`src/rtl/xst_tx_sched.sv`:
```
// xst_tx_sched: round-robin scheduler framing client bytes into the xst serial transmitter
// Ports: clk_i/reset_i (sync, active-high); req_i/dat_i per-requester level request and byte;
//   ack_o capture pulse, grant_o one-hot owner, busy_o non-idle; xst_dat_o/xst_bits_o/xst_we_o
//   drive xst dat_i/bits_i/txreg_we_i; xst_idle_i from xst idle_o.
// Optional XST_TX_SCHED_PARITY_EN adds par_odd_i (1 = odd, 0 = even) and a parity bit after the data.
module xst_tx_sched #(
  parameter int REQUESTERS = 4,
  parameter int DATA_BITS  = 8,
  parameter int STOP_BITS  = 1
) (
  input  logic                    clk_i,
  input  logic                    reset_i,
  input  logic [REQUESTERS-1:0]   req_i,
  input  logic [REQUESTERS*8-1:0] dat_i,
  output logic [REQUESTERS-1:0]   ack_o,
  output logic [REQUESTERS-1:0]   grant_o,
  output logic                    busy_o,
  output logic [63:0]             xst_dat_o,
  output logic [5:0]              xst_bits_o,
  output logic                    xst_we_o,
  input  logic                    xst_idle_i
`ifdef XST_TX_SCHED_PARITY_EN
  ,
  input  logic                    par_odd_i
`endif
);
  localparam int PW = $clog2(REQUESTERS);
`ifdef XST_TX_SCHED_PARITY_EN
  localparam int P = 1;
`else
  localparam int P = 0;
`endif
  localparam logic [5:0] FRAME_BITS = 6'(1 + DATA_BITS + P + STOP_BITS);
  typedef enum logic [1:0] {IDLE, LOAD, WAIT_BUSY, WAIT_IDLE} state_t;
  state_t                 state;
  logic [PW-1:0]          ptr, win, win_r, idx;
  logic [REQUESTERS-1:0]  win_oh;
  logic [7:0]             byte_sel;
  logic [DATA_BITS-1:0]   data;
  logic [63:0]            frame;
  int                     s;
  // Search downward so the lowest offset from ptr is the last (winning) assignment.
  always_comb begin
    win = ptr;
    s = 0;
    idx = '0;
    for (int i = REQUESTERS - 1; i >= 0; i--) begin
      s = int'(ptr) + i;
      s = s >= REQUESTERS ? s - REQUESTERS : s;
      idx = PW'(s);
      win = req_i[idx] ? idx : win;
    end
    byte_sel = dat_i[7:0];
    win_oh = '0;
    for (int k = 0; k < REQUESTERS; k++) begin
      byte_sel = win == PW'(k) ? dat_i[k*8 +: 8] : byte_sel;
      win_oh[k] = win == PW'(k);
    end
    data = byte_sel[DATA_BITS-1:0];
    // Stop bits and everything above them are ones, so only the count tracks STOP_BITS.
    frame = {{(63 - DATA_BITS){1'b1}}, data, 1'b0};
`ifdef XST_TX_SCHED_PARITY_EN
    frame[DATA_BITS+1] = par_odd_i ? ~^data : ^data;
`endif
  end
  always_ff @(posedge clk_i) begin
    if (reset_i) begin
      state      <= IDLE;
      ack_o      <= '0;
      grant_o    <= '0;
      busy_o     <= 1'b0;
      xst_we_o   <= 1'b0;
      xst_dat_o  <= '1;
      xst_bits_o <= '0;
      ptr        <= '0;
      win_r      <= '0;
    end else begin
      case (state)
        IDLE: if (|req_i && xst_idle_i) begin
          state      <= LOAD;
          win_r      <= win;
          ack_o      <= win_oh;
          grant_o    <= win_oh;
          busy_o     <= 1'b1;
          xst_we_o   <= 1'b1;
          xst_dat_o  <= frame;
          xst_bits_o <= FRAME_BITS;
        end
        LOAD: begin
          state    <= WAIT_BUSY;
          xst_we_o <= 1'b0;
          ack_o    <= '0;
          ptr      <= win_r == PW'(REQUESTERS - 1) ? '0 : win_r + 1'b1;
        end
        WAIT_BUSY: state <= xst_idle_i ? WAIT_BUSY : WAIT_IDLE;
        WAIT_IDLE: if (xst_idle_i) begin
          state   <= IDLE;
          grant_o <= '0;
          busy_o  <= 1'b0;
        end
        default: state <= IDLE;
      endcase
    end
  end
endmodule

```
`config.mk`:
```
export PLATFORM = sky130hd
export DESIGN_NAME = xst_tx_sched
export DESIGN_NICKNAME = d
export VERILOG_FILES = /design/src/rtl/xst_tx_sched.sv
export SDC_FILE = /design/constraint.sdc
export NUM_CORES = 1
export LEC_CHECK = 0
export ABC_AREA = 1
export ABC_CLOCK_PERIOD_IN_PS = 2350
export CELL_PAD_IN_SITES_DETAIL_PLACEMENT = 2
export CELL_PAD_IN_SITES_GLOBAL_PLACEMENT = 2
export CORE_ASPECT_RATIO = 0.6
export CORE_MARGIN = 2
export CORE_UTILIZATION = 19
export CTS_CLUSTER_SIZE = 30
export DETAILED_ROUTE_END_ITERATION = 16
export PLACE_DENSITY = 0.86
export SKIP_CTS_REPAIR_TIMING = 1
export SLEW_MARGIN = 20
export SYNTH_ARGS = -nofsm -noshare
export SYNTH_HDL_FRONTEND = slang
export SYNTH_SLANG_ARGS = --single-unit
```
`constraint.sdc`:
```
create_clock -name clk_i -period 2.35 [get_ports clk_i]
set_input_delay 0.3525 -clock clk_i [delete_from_list [all_inputs] [get_ports clk_i]]
set_output_delay 0.3525 -clock clk_i [all_outputs]
set_load 0.01 [all_outputs]
```
Word level (Yosys, flattened, before mapping)
Cells that the tools add are included.
{ "word_totals": {"output_inout_bits": 80, "register_bits": 26, "word_cells": 76} }
{ "op_classes": {"mux": 32, "order_cmp": 8, "addsub": 8, "eq_ne": 9, "n_reduce_logical": 10} }
{ "op_table": {"columns": ["op", "n"], "rows": [
  ["8-bit two-way mux", 3],
  ["2-bit two-way mux", 11],
  ["4-bit one-hot mux with 2 select lines", 2],
  ["2-bit by 3-bit < comparator with 1-bit output (second input constant)", 4],
  ["2-bit == test (second input constant)", 5],
  ["3-bit greater-or-equal comparator (second input constant)", 3],
  ["1-bit binary-select mux with 2-bit select", 4],
  ["4-bit two-way mux", 2],
  ["2-bit one-hot mux with 4 select lines", 1],
  ["2-bit by 1-bit subtractor with 2-bit output (second input constant)", 4],
  ["1-bit two-way mux", 7],
  ["2-bit by 2-bit adder with 3-bit output (second input constant)", 2],
  ["2-bit AND reduction", 3],
  ["2-bit by 1-bit == test with 1-bit output (second input constant)", 2],
  ["2-bit logical NOT", 2],
  ["2-bit inequality test (second input constant)", 2],
  ["1-bit one-hot mux with 2 select lines", 2],
  ["2-bit nonzero test", 2],
  ["4-bit OR reduction", 1],
  ["2-bit by 1-bit adder with 3-bit output (second input constant)", 1],
  ["2-bit by 3-bit greater-or-equal comparator with 1-bit output (second input constant)", 1],
  ["3-bit AND reduction", 1],
  ["2-bit by 1-bit adder with 2-bit output (second input constant)", 1],
  ["1-bit logical AND", 1]
]} }

Logic depth before layout (Yosys ltp)
Gate-level depths: netlist of run 1.
{ "logic_depth": {"ltp_word": 13, "ltp_mapped": 19, "ltp_nobuf": 17} }

Least setup slack after synthesis of run 1
OpenSTA, ideal clock, no wires.
{ "synth_timing": {"path_kind": "register -> register", "from": "register ptr[0]", "to": "register xst_dat_o[8]", "path_stages_with_launch": 19, "slack_ps": 673, "n_path_buf": 2, "synth_period_minus_slack_ps": 1677, "setup_ps": 115, "arrival_time_ps": 1562, "required_time_ps": 2235, "cell_sequence": "dfxtp_1 buf_6 inv_8 nand2_1 nand2_1 nand2_1 nand2_1 nand2_2 nand2_4 nand2_4 nand2_4 nand2_4 inv_4 nand2_8 buf_12 nor2_1 nor2_1 nand2_1 nand2_1"} }
{ "synth_between": {"elab_chain_cells": 13} }
{ "synth_rtl": {"columns": ["element", "line", "source"], "rows": [
  ["start, declared", "36", "logic [PW-1:0] ptr, win, win_r, idx;"],
  ["start signal, assigned", "93", "ptr <= win_r == PW'(REQUESTERS - 1) ? '0 : win_r + 1'b1;"],
  ["2-bit by 2-bit adder with 3-bit output", "48", "s = int'(ptr) + i;"],
  ["3-bit greater-or-equal comparator or 2-bit by 1-bit subtractor with 2-bit output (tied branches)", "49", "s = s >= REQUESTERS ? s - REQUESTERS : s;"],
  ["2-bit two-way mux", "49", null],
  ["1-bit binary-select mux with 2-bit select", "51", "win = req_i[idx] ? idx : win;"],
  ["1-bit two-way mux (not written as such)", "51", null],
  ["2-bit two-way mux (3 in a row)", "51", null],
  ["2-bit two-way mux (*)", "51", null],
  ["2-bit by 1-bit == test with 1-bit output", "56", "byte_sel = win == PW'(k) ? dat_i[k*8 +: 8] : byte_sel;"],
  ["8-bit two-way mux (2 in a row)", "56", null],
  ["8-bit two-way mux (*)", "56", null],
  ["end signal, assigned", "86", "xst_dat_o <= frame;"],
  ["end, declared", "18", "output logic [63:0] xst_dat_o,"]
]} }
Mark *: on every way between the ends. The rest lies on a longest branch, timed or not. The select of a mux whose other input is x is not followed.
A chain may end at the register's enable or synchronous reset.

Final worst setup path of run 1
{ "layout_timing": {"from": "register ptr[0]", "to": "register ack_o[2]"} }
{ "layout_between": {"elab_chain_cells": 12} }
{ "layout_rtl": {"columns": ["element", "line", "source"], "rows": [
  ["2-bit by 2-bit adder with 3-bit output", "48", null],
  ["3-bit greater-or-equal comparator or 2-bit by 1-bit subtractor with 2-bit output (tied branches)", "49", null],
  ["2-bit two-way mux", "49", null],
  ["1-bit binary-select mux with 2-bit select", "51", null],
  ["1-bit two-way mux (not written as such)", "51", null],
  ["2-bit two-way mux (3 in a row)", "51", null],
  ["2-bit two-way mux (*)", "51", null],
  ["2-bit == test (*)", "57", "win_oh[k] = win == PW'(k);"],
  ["4-bit two-way mux (*)", "79", "IDLE: if (|req_i && xst_idle_i) begin"],
  ["4-bit one-hot mux with 2 select lines (*)", "78", "case (state)"],
  ["end signal, assigned", "82", "ack_o <= win_oh;"],
  ["end, declared", "15", "output logic [REQUESTERS-1:0] ack_o,"]
]} }
Marks and branches as above.

==> results of run 1 <==
cell type report:
| type | instances | area, sq um |
|---|---|---|
| fill | 1408 | 8510 |
| multi-input combinational | 251 | 1190 |
| timing repair buffer | 64 | 628 |
| sequential | 26 | 520 |
| tap | 160 | 200 |
| inverter | 49 | 194 |
| clock buffer | 4 | 88.8 |
flip-flops by register name, indices dropped and copies added (netlist names):
signal and flops:
grant_o 4, win_r 2, ptr 2, busy_o 1, xst_we_o 1, xst_dat_o 9
state 2, ack_o 4, xst_bits_o 1
cell families (layout without fill, tap and decap cells):
kind of cell	Yosys count	after routing
simple gates	151	151
buf+inv	117	117
compound gates	35	35
flops	26	26
fa+ha+maj	6	6
other cells	2	59
synth_stat cells (all sizes together), types with 2 or more instances:
cell,n,area share [%]
a21oi,24,5.8
buf,66,23
clkbuf,2,0.34
clkinv,2,0.34
conb,2,0.34
dfxtp,26,24
ha,6,3.4
inv,47,8.4
nand2,106,21
nand3,15,4.2
nand4,8,2.3
nor2,21,4.4
o21ai,7,1.6
per-stage QoR:
stage | hold WS (ps) | utilization [%] | cells | total power, uW | setup WS [ps]
after floorplan | 470 | - | 394 | 2360 | 673
after global placement | 440 | 24.2 | 550 | 2850 | 130
after detailed placement | 458 | 24.2 | 550 | 2990 | -42.3
after CTS | 471 | 24.9 | 554 | 3440 | 219
after global routing | 502 | 24.9 | 554 | 3750 | 10.7
final | 470 | 24.9 | 554 | 3370 | 246
metal layers:
metal	part of all wire, %	vias up
met2	45	55
li1	-	1028
met5	0	-
met1	48	980
met3	6.0	4
met4	0.34	0
power groups by stage:
| stage | clock network, uW | registers, uW | logic, uW |
|---|---|---|---|
| CTS | 448 | 704 | 2290 |
| floorplan | 0 | 732 | 1630 |
| global route | 467 | 723 | 2560 |
| global placement | 0 | 704 | 2150 |
| detailed placement | 0 | 711 | 2280 |
| finish | 431 | 699 | 2240 |
worst max path at each step:
stage	start	to	slack, ps	cells past startpoint
after floorplan	ptr[0]$_SDFFE_PP0P_	xst_dat_o[8]$_SDFFE_PP1P_	670	18
after CTS	ptr[0]$_SDFFE_PP0P_	ack_o[2]$_SDFFE_PP0P_	220	15
after global placement	req_i[1]	xst_dat_o[7]$_SDFFE_PP1P_	130	18
final	ptr[0]$_SDFFE_PP0P_	ack_o[2]$_SDFFE_PP0P_	250	15
after global routing	ptr[0]$_SDFFE_PP0P_	ack_o[2]$_SDFFE_PP0P_	10	15
after detailed placement	req_i[2]	ack_o[2]$_SDFFE_PP0P_	-40	13
tightest hold or removal path, cell delays in order (launching register included):
cell,delay [ps]
dfxtp_1,310
nand2_1,70
nand2_1,40
==> key figures, run 1 <==
Status
  • Status: finished clean

Setup path
  • Type of the worst setup path: register to register
  • Worst R2R Path Depth: 15
  • CP max stage delay: 350 ps
  • Top delay family on crit path: simple AND/OR/NAND/NOR gates
  • Setup crit end kind: register
  • Worst setup SP type: register
  • Worst Path Buf+Inv: 5
  • Critical R2R Capture: ack_o[2]$_SDFFE_PP0P_
  • Most used cell along the critical path: nand2_1
  • R2R Path Start: ptr[0]$_SDFFE_PP0P_
  • Crit Path Max Fanout: 11
  • Crit-path slowest cell: dfxtp_1
  • Req. time, crit path: 2550 ps
  • Critical Path AT: 2300 ps
  • Crit-path cells: buf_4 > inv_8 > nand2_2 > nand2_1 > nand2_1 > nand2_1 > clkinv_1 > nand2_1 > nand2_1 > nand2_1 > inv_2 > nand2_2 > inv_1 > nand2_1 > a21oi_1
  • Setup slack, reg-to-reg: 250 ps

Floorplanning
  • Initial core utilization: 19.5%
  • IO Pins: 119
  • Die H: 87.5 microns
  • DIE WIDTH: 143 microns
  • Core ar.: 0.0113 sq mm
  • Die ar.: 0.0125 sq mm
  • Site Rows: 30

STA
  • Setup Skew: 2.40 ps
  • Min cycle time layout: 2100 ps
  • Final worst path period share: 89.5%
  • Fmax achieved: 475 MHz
  • Final count of hold timing violations: 0
  • Least-Margin Pin Slew: 514 ps
  • Slew headroom: 65.4%
  • Final Setup Violations: 0
  • RSZ-0062 raised after global routing: no
  • Setup TNS: 0 ps
  • Max-slew violations: 0

Placement
  • Area after DPL: 0.00274 sq mm
  • Post-DP HPWL: 5800 microns
  • Port bufs: 59
  • Placer Congestion: 0.764

Synthesis
  • Syn Std Cell Area: 0.00221 sq mm
  • Post-synth ARST share: 0%
  • Netlist cell types: 31
  • Avg Inst Size Synth: 6.56 sq um
  • Sequential area share after synthesis: 23.6%
  • Mux share of post-synthesis cell area: 0%
  • Post-synthesis compound-gate area fraction: 8.89%
  • Post-synth EDFFs: 0
  • #FFs+latches synth: 26
  • Cells after Synth: 337
  • Main combinational cell family by area after synthesis: buffers and inverters
  • Simple-Gate Fraction of Synth Area: 31.8%
  • Post-Synth Adder-Cell Area: 3.40%
  • Top_reg_cell synth: dfxtp_1
  • XOR/XNOR share of the synthesized area: 0%
  • Synth warn: 0

GRT
  • First-pass GRT wire length: 10900 microns
  • Top Usage Layer GRT: met2
  • Largest net degree at the start of global routing: 18
  • Total global-route track usage: 11.2%
  • Vias in the first global route: 2139
  • Met3 usage: 3.61%
  • M2 GR Usage: 17.6%
  • Global route overflow: 0
  • Met1 usage: 15.7%
  • Initial antenna violation count: 0

Pwr
  • Sw frac: 50.7%
  • Pleak: 0.00140 uW
  • Switching pwr: 1710 uW
  • Max VDD drop: 0.000336 V
  • Internal: 1660 uW
  • Clk pwr share: 12.8%
  • Gate power share: 66.4%
  • Register share of total power: 20.8%
  • Pwr/cell area: 1190 mW/mm^2

Route
  • Avg WL per Cell: 12.1 microns
  • 1st-pass router iterations: 4
  • Routed WL: 6730 microns
  • Drt drc: 0
  • Vias: 2067
  • Antenna Nets Post-Route: 0
  • Vias per cell: 3.73
  • Initial DRC count: 48

Flow run
  • Max_cap viols: 0

Hold path
  • Min-delay worst type: register to register
  • Worst Hold Depth: 2
  • Hold Crit Endpoint: xst_dat_o[0]$_SDFFE_PP1P_
  • Hold_sp: xst_dat_o[0]$_SDFFE_PP1P_

Clock tree
  • Clock transition at the registers of the reported paths: 70 ps
  • Later-pin clock latency in the skew report: 270 ps
  • Num Clock Sinks: 26
  • Root buf cell: clkbuf_16
  • CTS tree: done
  • CTS Buffer Depth: 2
  • Total CTS buffers: 3
  • H-tree depth: 1

Cells and area
  • Commonest non-fill, non-tap cell in the layout: nand2_1
  • Layout cells sized above 1: 9.64%
  • Post-layout instance area: 0.00283 sq mm
  • Antenna diode instance count: 0
  • Layout Nets: 440
  • Area grow syn2layout: 27.9%
  • Most frequent cells in the layout: nand2_1 (96), conb_1 (59), clkdlybuf4s50_1 (59), inv_1 (40), dfxtp_1 (26)
No activity file was read; power rests on OpenSTA's default activity.
==> run 2, diff against run 1 <==
ABC_CLOCK_PERIOD_IN_PS = 2000   (was 2350)
CORE_MARGIN = default   (was 2)
clock period = 2 ns   (was 2.35 ns; I/O delays follow)
==> run 2 against run 1 <==
Die area decreased by 3.6%. Sequential cell count unchanged. Largest cell class unchanged. Largest power group unchanged. Sequential power increased by 20%.
==> key figures, run 2 (synthesis results as in run 1) <==
Cells and area
  • Largest regs: xst_dat_o x9, ack_o x4, grant_o x4
  • Layout Utilization: 27.5% (+2.6 points)
  • Layout Nets: 456 (+3.6%)
  • Biggest register: xst_dat_o
  • Number of flip-flops in the largest register: 9 (unchanged)
  • Antenna diode instance count: 0 (unchanged)
  • Most frequent cells in the layout: nand2_1 (86), conb_1 (59), clkdlybuf4s50_1 (56), inv_1 (37), dfxtp_1 (24)
  • Layout cells sized above 1: 18.0% (+8.4 points)
  • Area grow syn2layout: 40.7%
  • Commonest non-fill, non-tap cell in the layout: nand2_1

Placement
  • Placer Congestion: 0.787 (+3.0%)
  • Post-DP HPWL: 6030 microns (+3.9%)
  • Port bufs: 59 (unchanged)

GRT
  • First-pass GRT wire length: 11300 microns (+3.0%)
  • Initial antenna violation count: 0 (unchanged)
  • Vias in the first global route: 2270 (+6.1%)
  • Global route overflow: 0 (unchanged)
  • Largest net degree at the start of global routing: 19 (+1)
  • Total global-route track usage: 12.0% (+0.77 points)

STA
  • Setup Skew: 2.86 ps (+0.454 ps)
  • Max-slew violations: 0 (unchanged)
  • Min cycle time layout: 1980 ps
  • Setup TNS: 0 ps (unchanged)
  • Fmax achieved: 505 MHz
  • Final worst path period share: 99.0%
  • Final Setup Violations: 0 (unchanged)
  • Slew headroom: 64.0% (-1.3 points)
  • Least-Margin Pin Slew: 534 ps (+19.7 ps)
  • Final count of hold timing violations: 0 (unchanged)

Pwr
  • Pleak: 0.00154 uW (+9.7%)
  • Max VDD drop: 0.000449 V (+34%)
  • Pwr/cell area: 1530 mW/mm^2 (+29%)

Setup path
  • Crit Path Max Fanout: 4 (-7)
  • Top delay family on crit path: buffers and inverters
  • CP max stage delay: 520 ps (+170 ps)
  • Type of the worst setup path: input pin to register
  • Worst Path Buf+Inv: 5 (unchanged)
  • Setup slack, reg-to-reg: 90 ps (-160 ps)
  • Crit-path slowest cell: clkdlybuf4s50_1
  • Req. time, crit path: 2200 ps (-350 ps)
  • Worst setup SP type: input pin
  • Crit-path cells: clkdlybuf4s50_1 > inv_2 > nand2_2 > nand3_2 > nand2_1 > clkinv_1 > nand2_2 > nand2_4 > nand2_4 > nand2_8 > nand2_8 > clkinv_8 > nor2_1 > buf_4 > nand2_1 > a21oi_1
  • Setup crit end kind: register
  • Critical Path AT: 2180 ps (-120 ps)

Floorplanning
  • Initial core utilization: 19.6% (+0.065 points)
  • Core ar.: 0.0113 sq mm (-0.33%)
  • DIE WIDTH: 141 microns (-1.4%)
  • Die H: 85.5 microns (-2.3%)
  • IO Pins: 119 (unchanged)
  • Site Rows: 30 (unchanged)
  • Die ar.: 0.0121 sq mm (-3.6%)

Clock tree
  • Later-pin clock latency in the skew report: 260 ps (about the same)
  • Total CTS buffers: 3 (unchanged)
  • Root buf cell: clkbuf_16
  • Num Clock Sinks: 26 (unchanged)
  • Clock transition at the registers of the reported paths: 70 ps (about the same)
  • CTS tree: done
  • CTS Buffer Depth: 2 (unchanged)
  • H-tree depth: 1 (unchanged)

Route
  • 1st-pass router iterations: 4 (unchanged)
  • Initial DRC count: 77 (+60%)
  • Routed WL: 7540 microns (+12%)
  • Antenna Nets Post-Route: 0 (unchanged)
  • Drt drc: 0 (unchanged)
  • Avg WL per Cell: 13.2 microns (+8.9%)
  • Vias: 2118 (+2.5%)
  • Vias per cell: 3.72 (-0.41%)

Status
  • Status: finished clean

Hold path
  • Min-delay worst type: register to register

Flow run
  • Max_cap viols: 0 (unchanged)
## run 2: cell count changes in the layout (fill, tap and decap cells not counted), sizes merged
cell,change
clkdlybuf4s50,-3
dlymetal6s2s,+3
clkinv,+1
buf,+14
inv,-1
nand2,+2
## run 2: final cells by class
cell class                 count  area [sq um]
inverter                      49           209
tap                          160           200
sequential                    26           526
timing repair buffer          78           768
fill                        1368          8190
clock buffer                   4          88.8
multi-input combinational    253          1320
## run 2: metrics by stage
step	hold slack (ps)	power [uW]	area [sq um]	instances	setup WS, ps
after global routing	480	5200	3110	570	-95.4
after floorplan	470	2770	2420	394	323
after detailed placement	450	3800	2850	563	-430
final	466	4760	3110	570	19.6
after CTS	464	4330	2940	567	-158
after global placement	437	3610	2850	563	-203
## run 2: final timing paths
| kind | depth (start not counted) | start | end |
|---|---|---|---|
| setup / recovery | 16 | req_i[3] | grant_o[0]$_SDFFE_PP0P_ |
| hold / removal | 2 | xst_dat_o[0]$_SDFFE_PP1P_ | xst_dat_o[0]$_SDFFE_PP1P_ |
| setup reg to reg | 16 | ptr[0]$_SDFFE_PP0P_ | grant_o[0]$_SDFFE_PP0P_ |
| hold reg to reg | 2 | xst_dat_o[0]$_SDFFE_PP1P_ | xst_dat_o[0]$_SDFFE_PP1P_ |
## run 2: layer usage
| metal | share of wire [%] | vias up | global-route usage [%] |
|---|---|---|---|
| li1 | - | 1062 | - |
| met1 | 47 | 998 | 15.5 |
| met2 | 48 | 52 | 20.5 |
| met3 | 4.6 | 6 | 3.41 |
| met4 | 0.98 | 0 | 1.28 |
| met5 | 0 | - | 0 |
## run 2: worst reg2reg max path, cell delays in order, from the launching register on
cell      delay, ps
dfxtp_4         360
buf_6           120
inv_8            70
nand2_2          60
nand2_2          80
nand2_2          60
buf_4           130
nand2_2          50
inv_2            40
nand2_4          90
nand3_4         120
nand2_8         120
clkinv_8         90
nor2_1          130
buf_4           140
nand2_1          50
a21oi_1         120
## run 2: power breakdown
group,total [uW],internal (uW),switching (uW)
clock network,500,307,194
logic,3420,1360,2070
registers,840,702,138
total,4760,2370,2400
